===== config.mk =====
export PLATFORM = sky130hd
export DESIGN_NAME = tilelink_ul_master
export DESIGN_NICKNAME = d
export VERILOG_FILES = /design/src/rtl/tilelink_ul_master.sv
export SDC_FILE = /design/constraint.sdc
export NUM_CORES = 1
export LEC_CHECK = 0
export BUFFER_PORTS_ARGS = -buffer_cell sky130_fd_sc_hd__buf_2
export CAP_MARGIN = 30
export CORE_AREA = 8 8 173 175
export CTS_BUF_LIST = sky130_fd_sc_hd__clkbuf_2
export CTS_CLUSTER_DIAMETER = 30
export CTS_CLUSTER_SIZE = 12
export DETAILED_ROUTE_END_ITERATION = 7
export DIE_AREA = 0 0 181 183
export HOLD_SLACK_MARGIN = 0.02
export PLACE_DENSITY = 0.61
export SYNTH_ARGS = -nofsm -noshare
export SYNTH_HDL_FRONTEND = slang
export SYNTH_SLANG_ARGS = --single-unit
export TNS_END_PERCENT = 100

===== constraint.sdc =====
create_clock -name clk -period 19.58 [get_ports clk]
set_clock_uncertainty 0.05 [all_clocks]
set_input_delay 3.916 -clock clk [delete_from_list [all_inputs] [get_ports clk]]
set_output_delay 3.916 -clock clk [all_outputs]
set_load 0.005 [all_outputs]

===== src/rtl/tilelink_ul_master.sv =====
// TL-UL initiator: one outstanding A/D transaction, rolling source ID.
// Optional D-wait timeout enabled by defining TL_MASTER_TIMEOUT_EN.
module tilelink_ul_master #(
  parameter int TL_ADDR_WIDTH   = 64,
  parameter int TL_DATA_WIDTH   = 64,
  parameter int TL_STRB_WIDTH   = TL_DATA_WIDTH / 8,
  parameter int TL_SOURCE_WIDTH = 3,
  parameter int TL_SINK_WIDTH   = 3,
  parameter int TL_OPCODE_WIDTH = 3,
  parameter int TL_PARAM_WIDTH  = 3,
  parameter int TL_SIZE_WIDTH   = 8,
  parameter int TIMEOUT_CYCLES  = 1024
) (
  input  logic                       clk,
  input  logic                       rst,
  input  logic                       cmd_valid,
  output logic                       cmd_ready,
  input  logic                       cmd_write,
  input  logic [TL_ADDR_WIDTH-1:0]   cmd_addr,
  input  logic [TL_SIZE_WIDTH-1:0]   cmd_size,
  input  logic [TL_STRB_WIDTH-1:0]   cmd_mask,
  input  logic [TL_DATA_WIDTH-1:0]   cmd_wdata,
  output logic                       rsp_valid,
  input  logic                       rsp_ready,
  output logic [TL_DATA_WIDTH-1:0]   rsp_rdata,
  output logic                       rsp_error,
  output logic                       a_valid,
  input  logic                       a_ready,
  output logic [TL_OPCODE_WIDTH-1:0] a_opcode,
  output logic [TL_PARAM_WIDTH-1:0]  a_param,
  output logic [TL_ADDR_WIDTH-1:0]   a_address,
  output logic [TL_SIZE_WIDTH-1:0]   a_size,
  output logic [TL_STRB_WIDTH-1:0]   a_mask,
  output logic [TL_DATA_WIDTH-1:0]   a_data,
  output logic [TL_SOURCE_WIDTH-1:0] a_source,
  input  logic                       d_valid,
  output logic                       d_ready,
  input  logic [TL_OPCODE_WIDTH-1:0] d_opcode,
  input  logic [TL_PARAM_WIDTH-1:0]  d_param,
  input  logic [TL_SIZE_WIDTH-1:0]   d_size,
  input  logic [TL_SINK_WIDTH-1:0]   d_sink,
  input  logic [TL_SOURCE_WIDTH-1:0] d_source,
  input  logic [TL_DATA_WIDTH-1:0]   d_data,
  input  logic                       d_error
);

  typedef enum logic [1:0] {
    IDLE = 2'd0,
    REQ  = 2'd1,
    WAIT = 2'd2,
    RESP = 2'd3
  } state_t;

  localparam logic [TL_OPCODE_WIDTH-1:0] OP_PUT_FULL = 'd0;
  localparam logic [TL_OPCODE_WIDTH-1:0] OP_PUT_PART = 'd1;
  localparam logic [TL_OPCODE_WIDTH-1:0] OP_GET      = 'd4;
  localparam logic [TL_OPCODE_WIDTH-1:0] OP_ACK      = 'd0;
  localparam logic [TL_OPCODE_WIDTH-1:0] OP_ACK_DATA = 'd1;

  state_t                     state_q;
  logic [TL_OPCODE_WIDTH-1:0] a_opcode_q;
  logic [TL_ADDR_WIDTH-1:0]   a_address_q;
  logic [TL_SIZE_WIDTH-1:0]   a_size_q;
  logic [TL_STRB_WIDTH-1:0]   a_mask_q;
  logic [TL_DATA_WIDTH-1:0]   a_data_q;
  logic [TL_SOURCE_WIDTH-1:0] a_source_q;
  logic [TL_SOURCE_WIDTH-1:0] src_q;
  logic [TL_DATA_WIDTH-1:0]   rsp_rdata_q;
  logic                       rsp_error_q;

  logic                       is_get;
  logic                       d_hit;
  logic [TL_OPCODE_WIDTH-1:0] exp_dop;
  logic [TL_OPCODE_WIDTH-1:0] cmd_op_d;
  logic [TL_DATA_WIDTH-1:0]   rdata_d;
  logic                       error_d;

  assign cmd_ready = (state_q == IDLE);
  assign a_valid   = (state_q == REQ);
  assign d_ready   = (state_q == WAIT);
  assign rsp_valid = (state_q == RESP);

  assign a_opcode  = a_opcode_q;
  assign a_param   = '0;
  assign a_address = a_address_q;
  assign a_size    = a_size_q;
  assign a_mask    = a_mask_q;
  assign a_data    = a_data_q;
  assign a_source  = a_source_q;
  assign rsp_rdata = rsp_rdata_q;
  assign rsp_error = rsp_error_q;

  assign is_get  = (a_opcode_q == OP_GET);
  assign exp_dop = is_get ? OP_ACK_DATA : OP_ACK;
  assign d_hit   = d_valid && (d_source == a_source_q);
  assign rdata_d = is_get ? d_data : '0;
  assign error_d = d_error || (d_opcode != exp_dop);

  // Writes with every byte lane enabled become full puts.
  always_comb begin
    cmd_op_d = OP_GET;
    if (cmd_write) begin
      cmd_op_d = (&cmd_mask) ? OP_PUT_FULL : OP_PUT_PART;
    end
  end

  logic unused_ok;
  assign unused_ok = ^{d_param, d_size, d_sink,
                       (TIMEOUT_CYCLES == 0)};

`ifdef TL_MASTER_TIMEOUT_EN
  localparam int TW = $clog2(TIMEOUT_CYCLES + 1);
  localparam logic [TW-1:0] TMO_LAST = TW'(TIMEOUT_CYCLES - 1);
  logic [TW-1:0] tmo_q;
`endif

  // Transaction FSM with registered A payload and response.
  always_ff @(posedge clk or posedge rst) begin
    if (rst) begin
      state_q     <= IDLE;
      a_opcode_q  <= '0;
      a_address_q <= '0;
      a_size_q    <= '0;
      a_mask_q    <= '0;
      a_data_q    <= '0;
      a_source_q  <= '0;
      src_q       <= '0;
      rsp_rdata_q <= '0;
      rsp_error_q <= 1'b0;
`ifdef TL_MASTER_TIMEOUT_EN
      tmo_q       <= '0;
`endif
    end else begin
      unique case (state_q)
        IDLE: begin
          if (cmd_valid) begin
            state_q     <= REQ;
            a_opcode_q  <= cmd_op_d;
            a_address_q <= cmd_addr;
            a_size_q    <= cmd_size;
            a_mask_q    <= cmd_mask;
            a_data_q    <= cmd_write ? cmd_wdata : '0;
            a_source_q  <= src_q;
          end
        end
        REQ: begin
          if (a_ready) begin
            state_q <= WAIT;
            src_q   <= src_q + 1'b1;
`ifdef TL_MASTER_TIMEOUT_EN
            tmo_q   <= '0;
`endif
          end
        end
        WAIT: begin
          if (d_hit) begin
            state_q     <= RESP;
            rsp_rdata_q <= rdata_d;
            rsp_error_q <= error_d;
          end
`ifdef TL_MASTER_TIMEOUT_EN
          else if (tmo_q == TMO_LAST) begin
            state_q     <= RESP;
            rsp_rdata_q <= '0;
            rsp_error_q <= 1'b1;
          end else begin
            tmo_q <= tmo_q + 1'b1;
          end
`endif
        end
        RESP: begin
          if (rsp_ready) begin
            state_q <= IDLE;
          end
        end
        default: state_q <= IDLE;
      endcase
    end
  end

endmodule


==> results.json <==
{
  "clkSlewWorstSetupHoldPaths_ns": 0.12,
  "final_antenna_net_count": 0,
  "detail_route.iter0.violations": 304,
  "vias_in_the_first_global_route": 7783,
  "global_route.usage.total_pct": 15.9,
  "fin_crit_sh_pct": 30.4,
  "period_needed_ns": 5.96,
  "report.final.slew_viol_count": 0,
  "count_of_h_tree_levels_built_during_cts": 2,
  "syn_std_cell_area_um2": 8840,
  "postCtsSetupBuffers": 0,
  "synth-warning-count": 0,
  "chipWidth_um": 181,
  "clkLatencyLatePin_ns": 0.75,
  "dr_total_vias": 7373,
  "post_cts.resized_instances": 0,
  "synth_cell_type_count": 29,
  "chipHeight_um": 183,
  "max_slew.worst_pin.slew_ns": 0.886,
  "power.static_leakage_uw": 0.00617,
  "place_hpwl_um": 19800,
  "seqCellArea_um2": 5480,
  "worst_ep_required_time_ns": 15.61,
  "post-route-drc-count": 0,
  "placement.cell_area_um2": 11200,
  "worst_path_max_delay_cell": "ha_1",
  "grt_max_degree": 140,
  "final_cell_utilization_of_the_core_pct": 43.5,
  "final-setup-viol-count": 0,
  "pwr_density_cell_nw_per_um2": 158,
  "crit_arrival_ns": 2.00,
  "setup_total_negative_slack_ns": 0,
  "outcome": "finished clean",
  "tritoncts": "yes",
  "cts-hold-fix-buffers": 0,
  "total_nets_final": 1469,
  "path_cells": "inv_1 -> ha_1 -> buf_2",
  "port_buffers": 439,
  "fillCellCount": 2712,
  "firstDrtPassIters": 4,
  "routed_via_density": 4.57,
  "root_buffer": "clkbuf_2",
  "setup_repair_after_global_routing_missed_its_margin": "no",
  "critical_path.max_stage_delay_ns": 0.48,
  "path_max_fanout": 7,
  "peakVddDrop_mv": 0.102,
  "cts_made_buffers": 47,
  "layout-drive-gt1-share_pct": 48.9,
  "setup.worst_path.class": "reg2out",
  "postSynthRegisterBits": 219,
  "post_synth.cell_area_avg_um2": 11.2,
  "grt_first_pass_wirelength_um": 43000,
  "maxCapViolCount": 0,
  "endpoint_kind_of_the_worst_setup_timing_path": "output pin",
  "start_util_pct": 32.4,
  "totalPowerFinal_uw": 1870,
  "fmaxAchievable_mhz": 168,
  "top_level_ports": 458,
  "clock_tree_buf_depth": 3,
  "setup_ws_ns": 13.62,
  "overflow": 0,
  "cts_sinks": 219,
  "core.rowCount": 61,
  "syn2layout_area_growth_pct": 34.3,
  "final_design_area_no_fill_um2": 11900,
  "yosys-top-cells-area": "dfrtp_1, mux2_2, nand2_1",
  "yosysSeqAreaShare_pct": 62.0,
  "finalHoldViolCount": 0,
  "die_area_um2": 33100,
  "number_of_instances_in_the_synthesized_netlist": 788,
  "multi_input_logic_area_um2": 2940,
  "timing.hold.worst.class": "reg2reg",
  "netlist.top_cell.by_area": "dfrtp_1",
  "drt_wl_total_um": 27300,
  "routabilityCongestion": 0.780,
  "preCtsSetupSlack_ns": 13.50,
  "core-area_um2": 27300,
  "grt_antenna_before_repair": 5,
  "relative_max_transition_margin_pct": 40.9,
  "post-synth-top-area-fraction_pct": 62.0,
  "critPathLaunchType": "flip-flop",
  "wl_per_cell_um": 16.9
}
[final cells by class]
cell class	instances	area share, %
flip-flops and latches	219	46.1
multi-input cells	506	24.7
repair buffers	447	19.2
clock inverters	35	3.81
well taps	346	3.65
clock buffers	52	2.19
inverters	6	0.253
diodes	2	0.0421
[per-layer routing]
metal | share of wire, % | wire length (um) | global-route usage (%)
met3 | 12 | 3270 | 8.19
met5 | 0.19 | 52 | 0
met1 | 39 | 10700 | 18.2
met2 | 47 | 12700 | 25.6
met4 | 2.1 | 561 | 4.72
[synth_stat cells]
cell,number
a21oi_1,2
a41oi_1,1
and4_4,1
buf_1,2
buf_2,14
buf_4,8
buf_6,13
clkbuf_1,11
clkbuf_2,6
clkbuf_8,6
clkinv_1,1
conb_1,1
dfrtp_1,219
ha_1,6
inv_1,5
mux2_2,85
nand2_1,195
nand2_2,1
nand2_4,1
nand2b_1,1
nand3_1,1
nand4_1,3
nor2b_1,1
nor3_1,1
o21ai_0,107
o21ai_1,88
o221ai_1,1
o32a_1,1
xnor2_1,6
[critical path, delay by kind of cell (launching register included)]
family,cells,cell delay [ns]
fa+ha+maj,1,0.48
flops,1,0.43
buf+inv,2,0.33
[cell usage in the layout (no fill, tap or decap), types with 2 or more instances in the layout]
| cell | netlist | final |
|---|---|---|
| a21oi_1 | 2 | 2 |
| clkinvlp_4 | 0 | 9 |
| xnor2_1 | 6 | 6 |
| conb_1 | 1 | 4 |
| o21ai_0 | 107 | 107 |
| ha_1 | 6 | 6 |
| inv_1 | 5 | 4 |
| buf_2 | 14 | 439 |
| buf_4 | 8 | 7 |
| mux2_2 | 85 | 85 |
| clkinv_1 | 1 | 6 |
| bufinv_16 | 0 | 10 |
| clkinv_4 | 0 | 2 |
| nand2_1 | 195 | 195 |
| clkbuf_2 | 6 | 52 |
| nand4_1 | 3 | 3 |
| diode_2 | 0 | 2 |
| clkinv_2 | 0 | 8 |
| dfrtp_1 | 219 | 219 |
| o21ai_1 | 88 | 88 |
[metrics by stage]
stage / hold WS (ns) / instances
global placement: 0.405 / 1523
global route: 0.468 / 1613
floorplan: 0.392 / 791
CTS: 0.433 / 1611
finish: 0.432 / 1613
detailed placement: 0.415 / 1524
[sequential cells by signal, summed over array words and instances (netlist names)]
signal	count
a_address	64
a_data	64
a_mask	8
a_opcode	2
a_size	8
a_source	3
rsp_error	1
rsp_rdata	64
src_q	3
state_q	2
[where the power goes]
part | internal [uW] | switching (uW)
combinational | 325 | 350
sequential | 669 | 110
clock | 216 | 200
total | 1210 | 660
[cells by family (layout without fill, tap and decap cells)]
group           count (synthesis)  after routing  synth area share [%]
compound gates                200            200                  11.5
xor+xnor                        6              6                 0.594
fa+ha+maj                       6              6                 0.849
buf+inv                        66            540                  5.21
flops                         219            219                  62.0
mux                            85             85                  10.8
other cells                     1              6                0.0424
simple gates                  205            205                  9.07
[worst paths after layout]
| path | end | startpoint | cells past startpoint | slack, ns |
|---|---|---|---|---|
| max | d_ready | state_q[0] | 3 | 13.62 |
| min in group asynchronous | rsp_rdata[42] | rst | 2 | 3.17 |
| max in group asynchronous | a_data[49] | rst | 3 | 15.00 |
| min reg2reg | src_q[2] | src_q[2] | 1 | 0.43 |
| max reg2reg | a_address[40] | state_q[0] | 5 | 16.71 |
| min | src_q[2] | src_q[2] | 1 | 0.43 |
Note: power is estimated with default switching activity, not from simulation.
